[config.mk]
export PLATFORM = sky130hd
export DESIGN_NAME = mem_bus_if
export DESIGN_NICKNAME = d
export VERILOG_FILES = /design/src/rtl/mem_bus_pkg.sv /design/src/rtl/wait_timer.sv /design/src/rtl/mem_bus_if.sv
export SDC_FILE = /design/constraint.sdc
export NUM_CORES = 1
export LEC_CHECK = 0
export CAP_MARGIN = 20
export CORE_MARGIN = 4
export CORE_UTILIZATION = 39
export CTS_BUF_LIST = sky130_fd_sc_hd__clkbuf_16
export DETAILED_ROUTE_END_ITERATION = 10
export PLACE_DENSITY = 0.8
export REMOVE_ABC_BUFFERS = 1
export SLEW_MARGIN = 40
export SYNTH_ARGS = -nofsm -noshare
export SYNTH_HDL_FRONTEND = slang
export SYNTH_SLANG_ARGS = --single-unit
[constraint.sdc]
create_clock -name clk -period 3.7 [get_ports clk]
set_input_delay 0.555 -clock clk [delete_from_list [all_inputs] [get_ports clk]]
set_output_delay 0.555 -clock clk [all_outputs]
set_load 0.01 [all_outputs]
[src/rtl/mem_bus_pkg.sv]
// Shared types and constants for the memory bus interface: FSM states,
// fault codes and the request legality check.
package mem_bus_pkg;

    typedef enum logic [1:0] {
        IDLE = 2'd0,
        REQ  = 2'd1,
        DONE = 2'd2
    } state_t;

    localparam logic [1:0] FLT_NONE    = 2'd0;
    localparam logic [1:0] FLT_ILLEGAL = 2'd1;
    localparam logic [1:0] FLT_TIMEOUT = 2'd2;
    localparam logic [1:0] FLT_BUSERR  = 2'd3;

    // A request is legal when exactly one of read/write is asserted and the
    // byte address is word aligned.
    function automatic logic is_legal(input logic rd, input logic wr,
                                      input logic [1:0] addr_lsb);
        return (rd ^ wr) && (addr_lsb == 2'b00);
    endfunction

endpackage

[src/rtl/wait_timer.sv]
// Clear/enable cycle counter; expired flags the last permitted wait cycle.
module wait_timer #(
    parameter int TIMEOUT = 255
) (
    input  logic clk,
    input  logic rst,
    input  logic clear,
    input  logic enable,
    output logic expired
);

    localparam int CW = (TIMEOUT > 1) ? $clog2(TIMEOUT) : 1;

    logic [CW-1:0] count;

    always_ff @(posedge clk or posedge rst) begin
        if (rst) begin
            count <= '0;
        end else if (clear) begin
            count <= '0;
        end else if (enable) begin
            count <= count + CW'(1);
        end
    end

    assign expired = (count == CW'(TIMEOUT - 1));

endmodule

[src/rtl/mem_bus_if.sv]
// Converts the controller's level-held mem_read/mem_write into one req/ack
// bus transaction, stalling the controller until the access completes.
//
// Bus handshake: bus_req rises the cycle after a legal request is seen and
// stays high, with bus_we/bus_addr/bus_wdata stable, until the cycle in which
// bus_ack pulses (bus_err qualifies it, bus_rdata is valid with it) or the
// wait timer expires; bus_ack outside REQ is ignored.
module mem_bus_if
    import mem_bus_pkg::*;
#(
    parameter int ADDR_W  = 32,
    parameter int DATA_W  = 32,
    parameter int TIMEOUT = 255
) (
    input  logic              clk,
    input  logic              rst,
    input  logic              mem_read,
    input  logic              mem_write,
    input  logic [ADDR_W-1:0] addr,
    input  logic [DATA_W-1:0] wdata,
    output logic [DATA_W-1:0] rdata,
    output logic              stall,
    output logic              fault,
    output logic [1:0]        fault_code,
    output logic              bus_req,
    output logic              bus_we,
    output logic [ADDR_W-1:0] bus_addr,
    output logic [DATA_W-1:0] bus_wdata,
    input  logic              bus_ack,
    input  logic              bus_err,
    input  logic [DATA_W-1:0] bus_rdata,
    output logic [1:0]        dbg_state
);

    state_t state, state_nxt;

    logic start, illegal, finish_ok, finish_err, finish_to;
    logic timer_clr, timer_en, timer_expired;

    always_ff @(posedge clk or posedge rst) begin
        if (rst) begin
            state <= IDLE;
        end else begin
            state <= state_nxt;
        end
    end

    always_comb begin
        state_nxt  = state;
        stall      = 1'b0;
        start      = 1'b0;
        illegal    = 1'b0;
        finish_ok  = 1'b0;
        finish_err = 1'b0;
        finish_to  = 1'b0;
        timer_clr  = 1'b0;
        timer_en   = 1'b0;
        case (state)
            IDLE: begin
                if (mem_read || mem_write) begin
                    stall = 1'b1;
                    if (is_legal(mem_read, mem_write, addr[1:0])) begin
                        start     = 1'b1;
                        timer_clr = 1'b1;
                        state_nxt = REQ;
                    end else begin
                        illegal   = 1'b1;
                        state_nxt = DONE;
                    end
                end
            end
            REQ: begin
                stall    = 1'b1;
                timer_en = 1'b1;
                // An ack in the final timer cycle still completes normally.
                if (bus_ack) begin
                    finish_ok  = !bus_err;
                    finish_err = bus_err;
                    state_nxt  = DONE;
                end else if (timer_expired) begin
                    finish_to = 1'b1;
                    state_nxt = DONE;
                end
            end
            DONE: begin
                state_nxt = IDLE;
            end
            default: begin
                state_nxt = IDLE;
            end
        endcase
    end

    always_ff @(posedge clk or posedge rst) begin
        if (rst) begin
            bus_req   <= 1'b0;
            bus_we    <= 1'b0;
            bus_addr  <= '0;
            bus_wdata <= '0;
            rdata     <= '0;
        end else begin
            if (start) begin
                bus_req   <= 1'b1;
                bus_we    <= mem_write;
                bus_addr  <= addr;
                bus_wdata <= wdata;
            end
            if (finish_ok || finish_err || finish_to) begin
                bus_req <= 1'b0;
            end
            if (finish_ok && !bus_we) begin
                rdata <= bus_rdata;
            end else if ((finish_err || finish_to) && !bus_we) begin
                rdata <= '0;
            end
        end
    end

    // Sticky fault: only the first fault since reset is recorded.
    always_ff @(posedge clk or posedge rst) begin
        if (rst) begin
            fault      <= 1'b0;
            fault_code <= FLT_NONE;
        end else if (!fault) begin
            if (illegal) begin
                fault      <= 1'b1;
                fault_code <= FLT_ILLEGAL;
            end else if (finish_err) begin
                fault      <= 1'b1;
                fault_code <= FLT_BUSERR;
            end else if (finish_to) begin
                fault      <= 1'b1;
                fault_code <= FLT_TIMEOUT;
            end
        end
    end

    wait_timer #(
        .TIMEOUT(TIMEOUT)
    ) u_wait_timer (
        .clk    (clk),
        .rst    (rst),
        .clear  (timer_clr),
        .enable (timer_en),
        .expired(timer_expired)
    );

    assign dbg_state = state;

endmodule

==> results of run 1 <==
[worst register-to-register path: stages, from the launching register on]
cell	delay, ps
dfrtp_1	480
nor3_1	360
and2_2	230
buf_12	300
mux2_2	450
[cell usage after synthesis, drive strengths merged]
| library cell | n |
|---|---|
| o211ai | 32 |
| a211oi | 1 |
| o31a | 1 |
| a31oi | 1 |
| o31ai | 1 |
| dfrtp | 111 |
| o211a | 1 |
| clkbuf | 15 |
| or3 | 5 |
| mux2 | 63 |
| nor3b | 3 |
| nand4 | 1 |
| o21ai | 37 |
| xnor2 | 1 |
| a21oi | 8 |
| inv | 40 |
| a2bb2oi | 1 |
| buf | 13 |
| nand4b | 33 |
| or4 | 2 |
| nor2 | 3 |
| nor3 | 3 |
| and2 | 3 |
| nand2 | 6 |
| nor2b | 1 |
| o21bai | 1 |
| or2b | 1 |
| ha | 3 |
| nand3 | 2 |
| or3b | 3 |
| nand3b | 1 |
[sequential cells by signal, indices dropped and copies added (netlist names)]
register	cells
bus_req	1
bus_addr	32
fault	1
u_wait_timer.count	8
bus_we	1
fault_code	2
bus_wdata	32
rdata	32
dbg_state	2
[final timing paths]
| check | startpoint | endpoint | slack [ps] | depth (start not counted) |
|---|---|---|---|---|
| worst max-delay path | mem_write | stall | 1110 | 5 |
| worst min-delay path | bus_addr[27] | bus_addr[27] | 480 | 1 |
| worst max register to register | dbg_state[0] | bus_addr[19] | 1760 | 4 |
| worst min register to register | bus_addr[27] | bus_addr[27] | 480 | 1 |
| max in group asynchronous | rst | bus_addr[8] | 2250 | 3 |
| min in group asynchronous | rst | bus_addr[20] | 660 | 2 |
[per-stage QoR]
stage	power [uW]	std cells	worst slack (ps)	util	area [um^2]
4_1_cts	4260	766	1110	0.605	7330
6_report	4190	766	1110	0.605	7330
5_1_grt	4420	766	1080	0.605	7330
3_3_place_gp	3270	748	929	0.582	7050
3_5_place_dp	3340	750	856	0.583	7060
2_1_floorplan	2340	369	214	-	4700
[power by group through the flow]
stage,Clock [uW],Sequential [uW],Combinational (uW)
after floorplan,0,1950,390
after global placement,0,1780,1490
after detailed placement,0,1800,1540
after CTS,924,1780,1550
after global routing,969,1830,1630
final,892,1780,1520
[cell families (layout without fill, tap and decap cells)]
kind of cell               count (synthesis)  count (layout)  synth area share
buffers and inverters                     68             269            0.0652
and+or+nand+nor                           67              67             0.101
DFF                                      111             111             0.570
muxes                                     63              63             0.146
adders and majority gates                  3               3           0.00771
AOI/OAI and AO/OA                         84              84             0.108
xor gates and xnor gates                   1               1           0.00180
[layout make-up]
type,instances,share of cell area
timing repair buffer,213,0.292
multi-input combinational,218,0.243
inverter,40,0.0208
clock buffer,9,0.0307
tap,168,0.0287
clock inverter,7,0.00563
sequential,111,0.379
[layer usage]
metal  GRT usage  part of all wire
met1       0.212              0.38
met2       0.347              0.54
met3      0.0584             0.056
met4      0.0687             0.025
met5           0                 0
==> out/metrics.cfg, run 1 <==
[status]
outcome=completed

[sta]
skew_ps=8.59
tightest_slew_ps=735
setup-violations-final=0
setup_tns_ps=0
drv_slew=0
slew_headroom=0.510
fin_crit_sh=0.701
finalHoldViolCount=0
period_needed_ps=2590
fin_hold_ws_ps=483
max_freq_ghz=0.386
rsz0062_at_grt=false

[setup_path]
path_cells=clkdlybuf4s50_1 -> inv_1 -> ha_1 -> a21oi_1 -> clkdlybuf4s50_1
cp-start-kind=primary input
cp_slowest_stage_delay_ps=570
end_kind=output port
crit_buf_inv=3
cp_data_required_time_ps=3140
cpMostUsedCell=clkdlybuf4s50_1
arrival_ps=2040
worstPathMaxFanout=2
cpMaxStageDelayCell=clkdlybuf4s50_1
worst-setup-path-type=primary input to output port
cpLargestDelayFamily=buffers and inverters

[finish]
final_common_cell=clkdlybuf4s50_1
multi_input_area_mm2=0.00178
register_area_mm2=0.00278
area_delta_synth_final_pct=50.4
final_nets=698
layout_common_cells=clkdlybuf4s50_1 (205), dfrtp_1 (111), mux2_2 (43), inv_1 (41), nand4b_1 (33)
fillers=1006
drive_gt1_frac=0.120
antenna_cells=0

[clocking]
cts-resized-gates=0
clkSinkCount=111
clock_latency_ps=350
cts_tree=done
ctsRootBufferMaster=clkbuf_16
cts_max_level=3
cts.clk_slew.worst_paths_ps=70
cts_made_buffers=9
holdBufCountCts=0
post_cts_buffers=0
clock_tree.buffer_depth=2

[die]
design.core.area_mm2=0.0121
start_util=0.402
pin_count=206
fp.dieArea_mm2=0.0143
die_x_um=120
die_h_um=120
rows=40

[pwr]
switchingPower_uw=1260
swShare=0.300
clock_power_share=0.213
p_leak_uw=0.00305
max-vdd-ir-drop_mv=0.473
p_per_area_mw_per_mm2=572
comb_power_share=0.363
seqPwrFrac=0.424
p_int_uw=2930

[synthesis]
ys_types=37
yosysSeqAreaShare=0.570
postSynthAreaPerCell_um2=12.3
synth_warnings=0
synth_top_area_share=0.570
yosysTopAreaCell=dfrtp_1
synth_area_leaders=dfrtp_1 (57%), mux2_2 (9.9%), nand4b_1 (5.9%)
syn-cell-area_mm2=0.00487
syn-instance-count=397
synth_seq_cells=111

[global_route]
grt_use_total=0.192
grt_pass1_wl_um=21800
grt_max_degree=73
grt_pass1_vias=4117
grt_antenna_before_repair=0
gr-total-overflow=0

[detailed_routing]
totalWireLength_um=13600
antenna_left=0
drc=0
first_iter_violations=207
vias=3900
firstDrtPassIters=4
avgViaCountPerCell=5.09
avgRoutedWirePerCell_um=17.7

[placed_design]
gp_congestion=0.764
io_buffers=205
dpl.hpwl_um=9910

[worst_hold_path]
min_path_type=flip-flop to flip-flop

[run]
cap_violations=0

Note: power is estimated with default switching activity, not from simulation.
==> inputs of run 2 (changes only) <==
--- a/config.mk
+++ b/config.mk
@@ -10,7 +10,7 @@
 export CORE_UTILIZATION = 39
 export CTS_BUF_LIST = sky130_fd_sc_hd__clkbuf_16
 export DETAILED_ROUTE_END_ITERATION = 10
-export PLACE_DENSITY = 0.8
+export PLACE_DENSITY = 0.77
 export REMOVE_ABC_BUFFERS = 1
 export SLEW_MARGIN = 40
 export SYNTH_ARGS = -nofsm -noshare
==> constraint.sdc (replaced) <==
create_clock -name clk -period 2.5 [get_ports clk]
set_input_delay 0.375 -clock clk [delete_from_list [all_inputs] [get_ports clk]]
set_output_delay 0.375 -clock clk [all_outputs]
set_load 0.01 [all_outputs]
==> run 2 against run 1 <==
Net effect: register-to-register slack got worse by 1100 ps; cell area increased by 0.99%; first-iteration DRC count decreased by 4.8%; flip-flop and latch count unchanged; die area unchanged; cell count increased by 0.52%; critical path depth unchanged; power increased by 49%.
==> out/metrics.cfg, run 2 (synthesized netlist as in run 1, its figures left out) <==
[pwr]
swShare=0.302
switchingPower_uw=1890
seqPwrFrac=0.425
p_per_area_mw_per_mm2=844
comb_power_share=0.359
max-vdd-ir-drop_mv=0.549
finalPower_uw=6250
p_leak_uw=0.00308
p_int_uw=4360
clock_power_share=0.216

[clocking]
cts_tree=done
cts_max_level=3
cts.clk_slew.worst_paths_ps=70
holdBufCountCts=0
clock_tree.buffer_depth=2
cts_made_buffers=9
ctsRootBufferMaster=clkbuf_16
clock_latency_ps=360
post_cts_buffers=0
clkSinkCount=111
cts-resized-gates=0

[finish]
fin_area_mm2=0.00740
final_common_cell=clkdlybuf4s50_1
final_nets=702
layout_common_cells=clkdlybuf4s50_1 (205), dfrtp_1 (111), mux2_2 (43), inv_1 (39), nand4b_1 (33)
reg.largest.list=bus_addr: 32 flops, bus_wdata: 32 flops, rdata: 32 flops
antenna_cells=0
area_delta_synth_final_pct=51.9
drive_gt1_frac=0.125

[sta]
period_needed_ps=2270
finalHoldViolCount=0
rsz0062_at_grt=false
fin_hold_ws_ps=409
setup-violations-final=0
fin_crit_sh=0.908
drv_slew=0
skew_ps=5.65
tightest_slew_ps=628
slew_headroom=0.581
max_freq_ghz=0.441

[die]
pin_count=206
design.core.area_mm2=0.0121
die_x_um=120
fp.dieArea_mm2=0.0143
start_util=0.402
die_h_um=120
rows=40

[setup_path]
worstPathMaxFanout=2
cp-start-kind=primary input
cp_data_required_time_ps=2120
worst-setup-path-type=primary input to output port
end_kind=output port
rr_worst_depth=4
arrival_ps=1890

[detailed_routing]
avgViaCountPerCell=5.16
avgRoutedWirePerCell_um=18.0
vias=3974
first_iter_violations=197
antenna_left=0
totalWireLength_um=13900
drc=0
firstDrtPassIters=4

[status]
outcome=completed

[global_route]
grt_pass1_vias=4256
grt_pass1_wl_um=22400
grt_max_degree=42
gr-total-overflow=0
grt_antenna_before_repair=0
grt_use_total=0.195

[run]
cap_violations=0

[placed_design]
placed_area_mm2=0.00713
io_buffers=205
gp_congestion=0.780
dpl.hpwl_um=10200

[worst_hold_path]
min_path_type=primary input to async pin

-- run 2: cell types whose count changed in the layout (fill, tap and decap cells not counted), moves of 2 or more --
cell        before  now
clkinvlp_4       2    0
clkinv_1         0    2
inv_1           41   39
buf_12           2    5
clkinv_4         0    2
-- run 2: power by group through the flow --
stage / logic [uW] / registers (uW) / clock network, uW
2_1_floorplan: 577 / 2890 / 0
3_3_place_gp: 2220 / 2650 / 0
3_5_place_dp: 2270 / 2680 / 0
4_1_cts: 2280 / 2660 / 1390
5_1_grt: 2400 / 2730 / 1470
6_report: 2240 / 2650 / 1350
-- run 2: cell type report --
cell class	instances	area, um^2
flip-flops and latches	111	2780
fillers	1009	4710
inverters	40	153
clock buffers	9	225
well taps	168	210
repair buffers	217	2200
clock inverters	7	47.5
multi-input cells	218	1780
-- run 2: metrics by stage --
| step | util | setup slack, ps | cells | TNS (ps) |
|---|---|---|---|---|
| after floorplan | - | -806 | 369 | -139580 |
| final | 0.611 | 231 | 770 | 0 |
| after global placement | 0.589 | 130 | 754 | 0 |
| after CTS | 0.611 | 221 | 770 | 0 |
| after global routing | 0.611 | 164 | 770 | 0 |
| after detailed placement | 0.589 | 48.8 | 754 | 0 |
-- run 2: worst paths after layout --
check / to / startpoint / slack, ps
worst max-delay path: stall / mem_write / 230
min in group clk: bus_wdata[31] / bus_wdata[31] / 490
max in group asynchronous: bus_addr[10] / rst / 1480
worst max register to register: bus_wdata[24] / dbg_state[1] / 630
worst min-delay path: bus_wdata[12] / rst / 410
worst min register to register: bus_wdata[31] / bus_wdata[31] / 490
-- run 2: critical path, cell delays in order --
cell             delay, ps
clkdlybuf4s50_1        480
inv_1                   60
ha_1                   190
a21oi_1                210
clkdlybuf4s50_1        570
-- run 2: per-layer routing --
layer | share of wire | track usage
met1 | 0.38 | 0.227
met2 | 0.55 | 0.349
met3 | 0.052 | 0.0561
met4 | 0.016 | 0.0601
met5 | 0 | 0
